===== config.mk =====
export PLATFORM = sky130hd
export DESIGN_NAME = cpu_ctrl_v2
export DESIGN_NICKNAME = d
export VERILOG_FILES = /design/src/rtl/cpu_ctrl_v2.sv
export SDC_FILE = /design/constraint.sdc
export NUM_CORES = 1
export LEC_CHECK = 0
export CAP_MARGIN = 20
export CORE_ASPECT_RATIO = 0.5
export CORE_MARGIN = 4
export CORE_UTILIZATION = 43
export CTS_CLUSTER_DIAMETER = 150
export DETAILED_ROUTE_END_ITERATION = 16
export MAX_ROUTING_LAYER = met4
export PLACE_DENSITY = 0.77
export SLEW_MARGIN = 20
export SYNTH_ARGS = -nofsm -noshare
export SYNTH_HDL_FRONTEND = slang
export SYNTH_SLANG_ARGS = --single-unit

===== constraint.sdc =====
create_clock -name clk -period 2 [get_ports clk]
set_clock_uncertainty 0.1 [all_clocks]
set_input_delay 0.2 -clock clk [delete_from_list [all_inputs] [get_ports clk]]
set_output_delay 0.2 -clock clk [all_outputs]
set_load 0.02 [all_outputs]

===== src/rtl/cpu_ctrl_v2.sv =====
// Instruction sequencing controller: fetch, decode, ALU/load/store/branch sequencing
// with a bounded memory wait and absorbing HALT/ERR states.
module cpu_ctrl_v2 #(
    parameter int ADDR_W  = 9,
    parameter int TIMEOUT = 15
) (
    input  logic              clk,
    input  logic              reset,
    input  logic [15:0]       ir,
    input  logic              N,
    input  logic              V,
    input  logic              Z,
    input  logic [15:0]       dp_out,
    input  logic [ADDR_W-1:0] rd_val,
    input  logic              mem_ready,
    output logic [2:0]        nsel,
    output logic [1:0]        vsel,
    output logic              write,
    output logic              loada,
    output logic              loadb,
    output logic              loadc,
    output logic              loads,
    output logic              asel,
    output logic              bsel,
    output logic              load_ir,
    output logic [1:0]        mem_cmd,
    output logic [ADDR_W-1:0] mem_addr,
    output logic [ADDR_W-1:0] pc,
    output logic              halted,
    output logic              err
);
    // state | meaning
    // RST   | reset holding state
    // IF    | instruction fetch, waits for mem_ready
    // UPDPC | pc increment
    // DECODE| opcode dispatch
    // GETA/GETB/ALU/WRREG | register-register ALU path
    // MOVI  | immediate write
    // LDA/LDC/LDM/LDW | load: base, address, read, writeback
    // STA/STC/STB/STM | store: base, address, data, write
    // BR    | conditional branch or BX
    // HALT/ERR | absorbing stop / fault
    typedef enum logic [4:0] {
        S_RST, S_IF, S_UPDPC, S_DECODE, S_GETA, S_GETB, S_ALU, S_WRREG, S_MOVI,
        S_LDA, S_LDC, S_LDM, S_LDW, S_STA, S_STC, S_STB, S_STM, S_BR, S_HALT, S_ERR
    } state_t;

    localparam int CW = (TIMEOUT < 2) ? 1 : $clog2(TIMEOUT + 1);

    state_t            state, next;
    logic [ADDR_W-1:0] data_addr;
    logic [CW-1:0]     wait_cnt;
    logic              addr_sel, timed_out, taken, mem_wait, next_wait;
    logic [2:0]        opcode, cond;
    logic [1:0]        op;
    logic [15:0]       imm_sx;
    logic              dp_unused;

    assign opcode    = ir[15:13];
    assign op        = ir[12:11];
    assign cond      = ir[10:8];
    assign imm_sx    = {{8{ir[7]}}, ir[7:0]};
    assign dp_unused = ^dp_out;
    assign timed_out = (TIMEOUT != 0) && (wait_cnt == CW'(TIMEOUT));
    assign mem_wait  = (state == S_IF) || (state == S_LDM) || (state == S_STM);
    assign next_wait = (next == S_IF) || (next == S_LDM) || (next == S_STM);

    always_comb begin
        case (cond)
            3'b000:  taken = 1'b1;
            3'b001:  taken = Z;
            3'b010:  taken = !Z;
            3'b011:  taken = (N != V);
            3'b100:  taken = (N != V) || Z;
            default: taken = 1'b0;
        endcase
    end

    always_comb begin
        next     = state;
        nsel     = 3'b000;
        vsel     = 2'b00;
        write    = 1'b0;
        loada    = 1'b0;
        loadb    = 1'b0;
        loadc    = 1'b0;
        loads    = 1'b0;
        asel     = 1'b0;
        bsel     = 1'b0;
        mem_cmd  = 2'b00;
        addr_sel = 1'b0;
        case (state)
            S_RST: next = S_IF;
            S_IF: begin
                mem_cmd  = 2'b01;
                addr_sel = 1'b1;
                if (mem_ready)      next = S_UPDPC;
                else if (timed_out) next = S_ERR;
            end
            S_UPDPC: next = S_DECODE;
            S_DECODE: begin
                case (opcode)
                    3'b110:  next = (op == 2'b10) ? S_MOVI : (op == 2'b00) ? S_GETB : S_ERR;
                    3'b101:  next = S_GETA;
                    3'b011:  next = S_LDA;
                    3'b100:  next = S_STA;
                    3'b001:  next = S_BR;
                    3'b010:  next = (op == 2'b11) ? S_BR : S_ERR;
                    3'b111:  next = S_HALT;
                    default: next = S_ERR;
                endcase
            end
            S_GETA: begin nsel = 3'b100; loada = 1'b1; next = S_GETB; end
            S_GETB: begin nsel = 3'b001; loadb = 1'b1; next = S_ALU; end
            S_ALU: begin
                loadc = 1'b1;
                loads = 1'b1;
                asel  = (op == 2'b11) || (opcode == 3'b110);
                next  = S_WRREG;
            end
            S_WRREG: begin
                nsel  = 3'b010;
                vsel  = 2'b11;
                write = !((opcode == 3'b101) && (op == 2'b01));
                next  = S_IF;
            end
            S_MOVI: begin nsel = 3'b100; vsel = 2'b01; write = 1'b1; next = S_IF; end
            S_LDA:  begin loada = 1'b1; next = S_LDC; end
            S_LDC:  begin bsel = 1'b1; loadc = 1'b1; next = S_LDM; end
            S_LDM: begin
                mem_cmd = 2'b01;
                if (mem_ready)      next = S_LDW;
                else if (timed_out) next = S_ERR;
            end
            S_LDW:  begin nsel = 3'b010; vsel = 2'b00; write = 1'b1; next = S_IF; end
            S_STA:  begin loada = 1'b1; next = S_STC; end
            S_STC:  begin bsel = 1'b1; loadc = 1'b1; next = S_STB; end
            S_STB:  begin nsel = 3'b010; loadb = 1'b1; next = S_STM; end
            // C follows B (store data) while the write is held
            S_STM: begin
                mem_cmd = 2'b10;
                asel    = 1'b1;
                loadc   = 1'b1;
                if (mem_ready)      next = S_IF;
                else if (timed_out) next = S_ERR;
            end
            S_BR:    next = S_IF;
            S_HALT:  next = S_HALT;
            S_ERR:   next = S_ERR;
            default: next = S_ERR;
        endcase
    end

    always_ff @(posedge clk) begin
        if (reset) begin
            state     <= S_RST;
            pc        <= '0;
            data_addr <= '0;
            wait_cnt  <= '0;
        end else begin
            state <= next;
            if (state == S_UPDPC)
                pc <= pc + ADDR_W'(1);
            else if (state == S_BR) begin
                if (opcode == 3'b010) pc <= rd_val;
                else if (taken)       pc <= pc + imm_sx[ADDR_W-1:0];
            end
            if ((state == S_LDM) || (state == S_STB))
                data_addr <= dp_out[ADDR_W-1:0];
            if (next_wait && (next != state))
                wait_cnt <= '0;
            else if (mem_wait && !mem_ready)
                wait_cnt <= wait_cnt + CW'(1);
        end
    end

    assign load_ir  = (state == S_IF) && mem_ready;
    assign mem_addr = addr_sel ? pc : data_addr;
    assign halted   = (state == S_HALT);
    assign err      = (state == S_ERR);

endmodule


==> flow_summary.json <==
{
  "synth_edf_count": 0,
  "vias": 3331,
  "required_ns": 2.09,
  "crit_chain": "or3b_4 -> a211o_1 -> o21ai_2 -> and3b_2 -> xor2_2 -> nand4b_4 -> a211oi_2",
  "placed_cells": 572,
  "p_per_area_nw_per_um2": 433,
  "clockBufferDepth": 2,
  "die_y_um": 63.4,
  "place_area_um2": 4080,
  "fmax_mhz": 436,
  "tightest_slew_ns": 0.453,
  "fin_cells": 585,
  "seqPwrFrac": 0.294,
  "vias_per_cell": 5.69,
  "die_w_um": 119,
  "core_um2": 5710,
  "comb_power_share": 0.455,
  "fin_nets": 571,
  "slew_viol_final": 0,
  "grt_max_degree": 17,
  "syn_area_um2": 2640,
  "crit_fanout": 5,
  "grt_first_pass_wirelength_um": 16100,
  "p_int_mw": 1.28,
  "syn_to_final_growth_pct": 69.9,
  "reg2reg_slack_ns": -0.29,
  "drt-total-wl_um": 9810,
  "synth_area_leaders": "dfxtp_1, nand2_1, a21oi_1",
  "cts_max_level": 1,
  "ys_seq_area_frac": 0.205,
  "tritoncts": "built",
  "dp_hpwl_um": 7490,
  "clock_latency_ns": 0.27,
  "dr.pass1.iters": 4,
  "clkTransAtPathRegs_ns": 0.07,
  "end_kind": "register",
  "p_sw_frac": 0.341,
  "synthFlopType": "dfxtp_1",
  "hp-class": "reg2reg",
  "row_count": 19,
  "status": "complete, but fails checks",
  "peakVddDrop_uv": 425,
  "tns_ns": -1.75,
  "postCtsHoldBufs": 0,
  "cts.sinks": 27,
  "cts_made_buffers": 3,
  "initial_core_util": 0.463,
  "grt_pass1_vias": 3367,
  "synth.net_count": 415,
  "period_share": 1.15,
  "ys_types": 71,
  "stdcell_area_um2": 4490,
  "crit_path_top_delay_cell": "or3b_4",
  "maxCapViolCount": 0,
  "fin_ws_ns": -0.291,
  "synth_cells": 357,
  "root_buffer": "clkbuf_16",
  "io_buffer_count": 74,
  "final_antenna_net_count": 0,
  "startpoint_type": "register",
  "gr-total-overflow": 0,
  "ios": 82,
  "yosysTopAreaCellShare": 0.205,
  "synth_largest_area_cell": "dfxtp_1",
  "wl_per_cell_um": 16.8,
  "worstPathArrival_ns": 2.38,
  "cpPeakStageDelay_ns": 0.43,
  "track_usage": 0.262,
  "setup_viol": 12,
  "yosysWarnings": 0,
  "rsz0062_at_grt": "true",
  "drt_iter0_markers": 212,
  "diodes": 0,
  "drc_errors": 0,
  "synth-seq-cells": 27,
  "async_flop_share": 0,
  "hold_viol_final": 0,
  "p_sw_mw": 0.662,
  "drive_above_1_share": 0.395,
  "layout_commonest_cell": "buf_4",
  "syn_area_per_cell_um2": 7.40,
  "gp_congestion": 0.917,
  "utilization": 0.786,
  "antenna_found_initial": 0,
  "relSlewSlack": 0.697,
  "failed_checks": "setup timing",
  "design.die.area_um2": 7540,
  "min_period_ns": 2.29,
  "final_cell_mix": "buf_4, nand2_1, clkdlybuf4s50_1",
  "p_leak_nw": 1.92,
  "power.share.clock": 0.250,
  "critical_path_class": "reg2reg"
}
==> power groups by stage <==
stage | clock network, mW | logic [mW] | registers (mW)
6_report | 0.486 | 0.884 | 0.571
5_1_grt | 0.520 | 0.945 | 0.574
4_1_cts | 0.479 | 0.824 | 0.571
3_5_place_dp | 0 | 0.759 | 0.584
3_3_place_gp | 0 | 0.743 | 0.583
2_1_floorplan | 0 | 0.399 | 0.585
==> layer usage <==
metal | vias to the layer above | wire length, um | track usage
met5 | - | 0 | -
met4 | 0 | 108 | 0.0505
met3 | 14 | 475 | 0.0349
met2 | 116 | 5020 | 0.478
met1 | 1605 | 4210 | 0.313
li1 | 1596 | - | -
==> Yosys cell counts, types with 3 or more instances <==
cell type	instances
nand2b_1	12
nor2_1	30
inv_1	15
and2_1	5
clkbuf_1	6
buf_6	3
nand4_1	3
nor3b_1	4
a211oi_1	8
xor2_1	8
o21ai_1	4
and3_1	8
a32oi_1	3
a21oi_1	27
o21a_1	3
nand3_1	8
buf_4	4
nor2b_1	4
mux2_2	6
nor3_1	5
nand2_1	51
xnor2_1	7
o211ai_1	6
a31oi_1	5
o21ai_0	14
buf_2	10
mux2i_1	4
ha_1	10
dfxtp_1	27
nand4b_1	3
o31ai_1	3
==> cells by family (layout without fill, tap and decap cells) <==
logic type | count (synthesis) | in the layout | share of synthesized area
xor gates and xnor gates | 15 | 15 | 0.0497
and+or+nand+nor | 156 | 156 | 0.315
AOI/OAI and AO/OA | 98 | 98 | 0.259
buffers and inverters | 40 | 195 | 0.0758
adders and majority gates | 11 | 11 | 0.0550
muxes | 10 | 10 | 0.0407
DFF | 27 | 27 | 0.205
==> flip-flops by register name, summed over array words and instances (netlist names) <==
register,cells
wait_cnt,4
data_addr,9
state,5
pc,9
==> cell type report <==
class                           instances  area, um^2
Clock buffer                            3        75.1
Multi-Input combinational cell        290        2230
Tap cell                               73        91.3
Clock inverter                          1        7.51
Fill cell                             388        1220
Inverter                               15        56.3
Sequential cell                        27         564
Timing Repair Buffer                  176        1460
==> worst max-delay path: cells and delay by family, from the launching register on <==
family,cells,cell delay (ns)
and+or+nand+nor,3,0.85
DFF,1,0.37
AOI/OAI and AO/OA,3,0.70
xor gates and xnor gates,1,0.19
==> timing repair <==
action	4_1_cts	5_1_grt
resized for setup	108	75
pin swaps	19	18
buffers inserted	4	5
setup endpoints to repair	36	37
==> path summary, 6_finish.rpt <==
| check | startpoint | end | depth (start not counted) |
|---|---|---|---|
| worst max-delay path | state[3] | wait_cnt[1] | 7 |
| worst min-delay path | data_addr[5] | data_addr[5] | 2 |
| worst max register to register | state[3] | wait_cnt[1] | 7 |
| worst min register to register | data_addr[5] | data_addr[5] | 2 |
==> per-stage QoR <==
stage | worst slack [ns] | hold WS (ns) | power, mW
2_1_floorplan | -0.107 | 0.236 | 0.984
3_3_place_gp | -0.431 | 0.338 | 1.33
3_5_place_dp | -0.517 | 0.347 | 1.34
4_1_cts | -0.275 | 0.357 | 1.87
5_1_grt | -0.352 | 0.374 | 2.04
6_report | -0.291 | 0.360 | 1.94
No activity file was read; power rests on OpenSTA's default activity.
